File: src/rtl/sr_drive_ctrl.sv
// rtl/sr_drive_ctrl.sv - synchronised, debounced request arbiter producing S/R drive pulses
module sr_drive_ctrl #(
  parameter int SYNC_STAGES = 2,
  parameter int DEBOUNCE    = 4,
  parameter int PULSE_W     = 2,
  parameter int GAP_W       = 1
) (
  input  logic CLK,
  input  logic RST,
  input  logic SET_REQ,
  input  logic CLR_REQ,
  output logic S,
  output logic R,
  output logic BUSY,
  output logic CONFLICT,
  output logic DROPPED
);

  typedef enum logic [1:0] {IDLE, DRIVE_S, DRIVE_R, GAP} state_t;

  localparam logic [7:0] DEB_LAST = 8'(DEBOUNCE - 1);
  localparam logic [3:0] PULSE_LD = 4'(PULSE_W - 1);
  localparam logic [3:0] GAP_LD   = 4'((GAP_W > 0) ? GAP_W - 1 : 0);

  // Channel 0 carries the set request, channel 1 the clear request.
  logic [1:0]             raw;
  logic [SYNC_STAGES-1:0] sync_q [2];
  logic [7:0]             deb_cnt [2];
  logic [1:0]             deb_q;
  logic [1:0]             deb_d;
  logic [1:0]             ev;

  assign raw = {CLR_REQ, SET_REQ};

  always_ff @(posedge CLK or posedge RST) begin
    if (RST) begin
      for (int i = 0; i < 2; i++) begin
        sync_q[i]  <= '0;
        deb_cnt[i] <= '0;
      end
      deb_q <= '0;
      deb_d <= '0;
    end else begin
      deb_d <= deb_q;
      for (int i = 0; i < 2; i++) begin
        sync_q[i] <= {sync_q[i][SYNC_STAGES-2:0], raw[i]};
        // Any cycle where the synced level agrees with the debounced one restarts the count.
        if (sync_q[i][SYNC_STAGES-1] != deb_q[i]) begin
          if (deb_cnt[i] == DEB_LAST) begin
            deb_q[i]   <= sync_q[i][SYNC_STAGES-1];
            deb_cnt[i] <= '0;
          end else begin
            deb_cnt[i] <= deb_cnt[i] + 8'd1;
          end
        end else begin
          deb_cnt[i] <= '0;
        end
      end
    end
  end

  assign ev = deb_q & ~deb_d;

  state_t     state, state_n;
  logic [3:0] cnt, cnt_n;
  logic       conflict_n, dropped_n;

  always_comb begin
    state_n    = state;
    cnt_n      = cnt;
    conflict_n = 1'b0;
    dropped_n  = 1'b0;
    case (state)
      IDLE: begin
        if (ev == 2'b11) begin
          conflict_n = 1'b1;
        end else if (ev[0]) begin
          state_n = DRIVE_S;
          cnt_n   = PULSE_LD;
        end else if (ev[1]) begin
          state_n = DRIVE_R;
          cnt_n   = PULSE_LD;
        end
      end
      DRIVE_S, DRIVE_R: begin
        dropped_n = |ev;
        if (cnt == 4'd0) begin
          if (GAP_W > 0) begin
            state_n = GAP;
            cnt_n   = GAP_LD;
          end else begin
            state_n = IDLE;
          end
        end else begin
          cnt_n = cnt - 4'd1;
        end
      end
      GAP: begin
        dropped_n = |ev;
        if (cnt == 4'd0) state_n = IDLE;
        else             cnt_n   = cnt - 4'd1;
      end
      default: state_n = IDLE;
    endcase
  end

  // Outputs are decoded from the next state so they are true flops aligned with the state.
  always_ff @(posedge CLK or posedge RST) begin
    if (RST) begin
      state    <= IDLE;
      cnt      <= '0;
      S        <= 1'b0;
      R        <= 1'b0;
      BUSY     <= 1'b0;
      CONFLICT <= 1'b0;
      DROPPED  <= 1'b0;
    end else begin
      state    <= state_n;
      cnt      <= cnt_n;
      S        <= (state_n == DRIVE_S);
      R        <= (state_n == DRIVE_R);
      BUSY     <= (state_n != IDLE);
      CONFLICT <= conflict_n;
      DROPPED  <= dropped_n;
    end
  end

endmodule

File: config.mk
export PLATFORM = sky130hd
export DESIGN_NAME = sr_drive_ctrl
export DESIGN_NICKNAME = d
export VERILOG_FILES = /design/src/rtl/sr_drive_ctrl.sv
export SDC_FILE = /design/constraint.sdc
export NUM_CORES = 1
export LEC_CHECK = 0
export CAP_MARGIN = 20
export CORE_ASPECT_RATIO = 1.75
export CORE_MARGIN = 4
export CORE_UTILIZATION = 35
export CTS_CLUSTER_SIZE = 12
export DETAILED_ROUTE_END_ITERATION = 12
export SYNTH_ARGS = -nofsm -noshare
export SYNTH_HDL_FRONTEND = slang
export SYNTH_SLANG_ARGS = --single-unit
File: constraint.sdc
create_clock -name CLK -period 2.5 [get_ports CLK]
set_input_delay 0.5 -clock CLK [delete_from_list [all_inputs] [get_ports CLK]]
set_output_delay 0.5 -clock CLK [all_outputs]
set_load 0.01 [all_outputs]
# Yosys cells after proc, flatten, opt, wreduce, memory -nomap -nowiden
# Index checks and enable logic that the tools add are counted.
# Widths: inputs -> output; s select.
# totals
regBits	35
output_inout_bits	5
inputBits	4
# classes
add_sub_neg	3
n_bitwise	2
mux	19
n_reduce_logical	9
eq_ne	13
# ops
cell	count
$mux 8	4
$mux 4	5
$add 8x1->8 const B	2
$eq 8x2->1 const B	2
$pmux 4 s3	1
$mux 2	5
$eq 2x2->1 const B	4
$pmux 2 s3	1
$eq 2x1->1 const B	2
$logic_not 4->1	1
$ne 2x2->1 const B	2
$reduce_and 2->1	2
$reduce_or 2->1	2
$sub 4x1->4 const B	1
$mux 1	3
$ne 3x3->1 const B	1
$reduce_and 3->1	1
$reduce_or 3->1	1
$and 2x2->2	1
$logic_not 2->1	1
$ne 1x1->1	2
$not 2->2	1
$reduce_bool 2->1	1

# Depth between registers and ports, before layout
# logic_depth
ltp_word	7
depth_mapped	7

# Worst setup path after synthesis
# Ideal clock, no wire load.
# synth_path
path_kind	flip-flop to flip-flop
from	reg state[0]
to	reg BUSY
t_required_ns	2.369
path_slack_ns	0.643
stages_incl_launch_ff	7
t_arrival_ns	1.725
period_less_slack_ns	1.857
path_cell_list	dfrtp_1 > inv_1 > ha_1 > or4b_4 > o211ai_1 > a21oi_1 > or3_1
# synth_via
elab_chain_len	5
# synth_rtl
item	line_no	source
from (decl)	64	state_t state, state_n;
from (signal assigned)	118	state <= state_n;
$mux 2	80	end else if (ev[1]) begin
$mux 2	77	end else if (ev[0]) begin
$mux 2	75	if (ev == 2'b11) begin
$pmux 2 s3 (*)	73	case (state)
$reduce_bool 2->1 (*)	122	BUSY <= (state_n != IDLE);
to (signal assigned)	122	
to (decl)	14	output logic BUSY,
# Every way passes the cells marked *; elsewhere a longest branch is shown, timed or not.
# A chain may end at the register's enable or synchronous reset.

# Worst setup path after layout
# Ends and elaborated chain as after synthesis.

==> summary.txt <==
Logic synthesis
  • Syn. warnings: 0
  • Synthesized cell area: 1680 µm²
  • Synth Area per Inst: between 10 and 15 µm²
  • Seq/Total Area, Yosys: a little over half
  • Netlist cell types: 39
  • Fraction of registers with async set/reset: 100%
  • Synth Register Bits: 35
  • Primary FF master, synth: dfrtp_1
  • Post-Syn Instances: about 150
  • Net count after synthesis: between 150 and 200
  • Number of synthesized flops with an enable pin: 0

Route
  • 1st-pass router iterations: 4
  • Drt via density: a little over 5
  • Initial DRC count: 43
  • Routed Antenna Nets: 0
  • Average wire per standard cell: around 13 µm
  • # DRC: 0
  • Via Count: about 1,100
  • Final WL: roughly 2.9 mm

Critical path
  • Setup CP Type: register to register
  • Worst r2r dst: BUSY
  • Buf+Inv Stages, Crit Path: 1
  • Critical path arrival: about 2.2 ns
  • Reg2reg path depth: 6
  • Critical Path RT: 2.66 ns
  • Crit start category: register
  • Slowest cell on crit path: or4b_4
  • Critical Path Fanout Max: 4
  • Delay-heaviest family, CP: simple AND/OR/NAND/NOR gates
  • Slowest stage delay, CP: roughly 0.52 ns
  • Setup slack, reg-to-reg: ~0.50 ns
  • Crit-path cells: inv_1, ha_1, or4b_4, o211ai_1, a21oi_1, or3_1
  • Worst setup EP type: register
  • Worst reg2reg startpoint: state[0]

Pwr
  • Logic gate share of total power: between 40% and 50%
  • Leakage power: slightly below 0.9 nW
  • IR drop worst, VDD: 505 µV
  • Net Sw Frac: 36.2%
  • Pwr/cell area: between 1000 and 1500 nW/µm²
  • Total power: about 2.0 mW
  • Switching pwr: about 0.73 mW
  • Proportion of power drawn by flip-flops and latches: 39.2%
  • P_int: between 1 and 1.5 mW
  • Clock share of power: between 10% and 20%

Worst hold path
  • Worst hold path type: register to register
  • WHS Endpoint: sync_q[1]
  • Cells on Worst Hold Path: 0
  • HP Start: sync_q[0]

Placed design
  • Hpwl dp: about 2 mm
  • Quantity of I/O buffers inserted on ports: 8
  • Final Wtd Congestion: roughly 0.84
  • Post-Place Cells: 208

Job
  • Max Cap Violations: 0

Global route
  • Antenna violations before repair: 0
  • Largest net degree at the start of global routing: 36
  • GRT Residual Overflow: 0
  • First-pass GRT wire length: 5.06 mm
  • Vias in the first global route: around 1,200
  • Tot GR Track Use: between 10% and 20%

Clock tree
  • Post-CTS Hold Buffers: 0
  • Root Driver: clkbuf_8
  • CTS Buf Count: 5
  • # resized after CTS: 0
  • CTS tree: done
  • Worst-path clk slew: about 0.07 ns
  • H-tree levels: 2
  • Clk sinks: 35
  • Setup bufs post-CTS: 0
  • Clock latency on the worst-skew pair: approximately 0.28 ns
  • Clock Path Buffers: 2

Timing
  • Post-route clock period utilization: 80.1%
  • RSZ-0062 raised after global routing: false
  • Setup violators final: 0
  • Rel. slew slack: between 60% and 70%
  • Worst slew pin tran: roughly 0.49 ns
  • Setup Skew: ~0.0057 ns
  • Hold Vio Cnt, Final: 0
  • Setup TNS: 0 ns
  • Fin. max-slew vios: 0
  • Max Fclk: about 0.50 GHz
  • Clock period minus worst slack: 2.00 ns

Cells and area
  • Share of cells above drive strength 1: between 10 and 15%
  • Number of diodes: 0
  • Core Util, Final: about two fifths
  • Multi-input logic area: between 700 and 800 µm²
  • Sequential Area: between 800 and 900 µm²
  • Non-Filler Instances: 215
  • Area grow syn2layout: 14.0%
  • Final net count: around 170
  • Number of fill cells: about 460

Die
  • Die area: 6010 µm²
  • IO Pins: 9
  • Starting Density: between 30% and 40%
  • Core area: between 4000 and 5000 µm²
  • Chip width: 60.4 µm
  • Std cell rows: 33
  • Die Y-Extent: 99.6 µm

Run status
  • Status: complete, no violations
Yosys cell counts, types with 2 or more instances:
cell type  number  area [µm²]
a21oi_1         4        20.0
a31o_2          2        17.5
a32o_1          2        20.0
and2_1          3        18.8
and2b_1         2        15.0
and3_1          6        37.5
dfrtp_1        35         876
ha_1            7        87.6
inv_1           9        33.8
maj3_1          2        20.0
mux2_2          3        33.8
mux2i_1         2        20.0
nand2_1         3        11.3
nand2b_1        5        31.3
nand3_1         5        25.0
nand4_1         2        12.5
nor2_1         17        63.8
nor2b_1         2        12.5
nor3_1          2        10.0
nor4_1          2        12.5
o2bb2ai_1       2        17.5
or2_2           2        12.5
xnor2_1         6        52.6
xor2_1          8        70.1
sequential cells by signal (all words and copies together), names as in the netlist, 2 cells and up:
register  flops
cnt           4
deb_cnt      16
deb_d         2
deb_q         2
state         2
sync_q        4
power by group through the flow:
stage	sequential, mW	combinational, mW	clock [mW]
2_1_floorplan	0.797	0.620	0
3_3_place_gp	0.801	0.804	0
3_5_place_dp	0.806	0.826	0
4_1_cts	0.795	0.833	0.427
5_1_grt	0.815	0.917	0.450
6_report	0.794	0.830	0.404
metrics by stage:
stage                     setup slack [ns]  hold WS (ns)  instance area (µm²)
after global placement               0.575         0.332                 1830
after detailed placement             0.519         0.339                 1830
after floorplan                      0.643         0.331                 1680
after global routing                 0.413         0.364                 1910
final                                0.498         0.350                 1910
after CTS                            0.501         0.355                 1910
layout make-up:
cell class,count,area share [%]
repair buffers,9,4.58
inverters,9,1.76
multi-input cells,103,39.9
well taps,52,3.40
flip-flops and latches,35,45.8
clock inverters,1,0.261
clock buffers,6,4.31
layer usage:
| layer | vias to the layer above | global-route usage [%] | part of all wire, % |
|---|---|---|---|
| met3 | 6 | 3.12 | 3.7 |
| met5 | - | 0 | 0 |
| met4 | 0 | 5.63 | 1.9 |
| li1 | 542 | - | - |
| met2 | 16 | 19.8 | 55 |
| met1 | 540 | 11.6 | 40 |
how the worst max path moves through the flow:
stage	start	endpoint	cells after the start	slack (ns)
after global placement	state[0]	BUSY	6	0.58
after detailed placement	state[0]	BUSY	6	0.52
final	state[0]	BUSY	6	0.50
after floorplan	state[0]	BUSY	6	0.64
after global routing	state[0]	BUSY	6	0.41
after CTS	state[0]	BUSY	6	0.50
cells in the final DEF (no fill, tap or decap), types with 3 or more instances in the layout:
master,instances
ha_1,7
and2_1,3
a21oi_1,4
dfrtp_1,35
and3_1,6
clkdlybuf4s50_1,8
xnor2_1,6
inv_1,9
clkbuf_8,6
nand3_1,5
xor2_1,8
mux2_2,3
nand2b_1,5
nand2_1,3
nor2_1,17
cells by family (layout without fill, tap and decap cells):
logic type,after synthesis,in the layout,synth area share (%)
AOI/OAI and AO/OA,16,16,7.30
xor gates and xnor gates,14,14,7.30
adders and majority gates,9,9,6.41
buffers and inverters,10,25,2.31
DFF,35,35,52.2
muxes,6,6,3.87
and+or+nand+nor,58,58,20.6
Power figures use the tool's default switching activity.
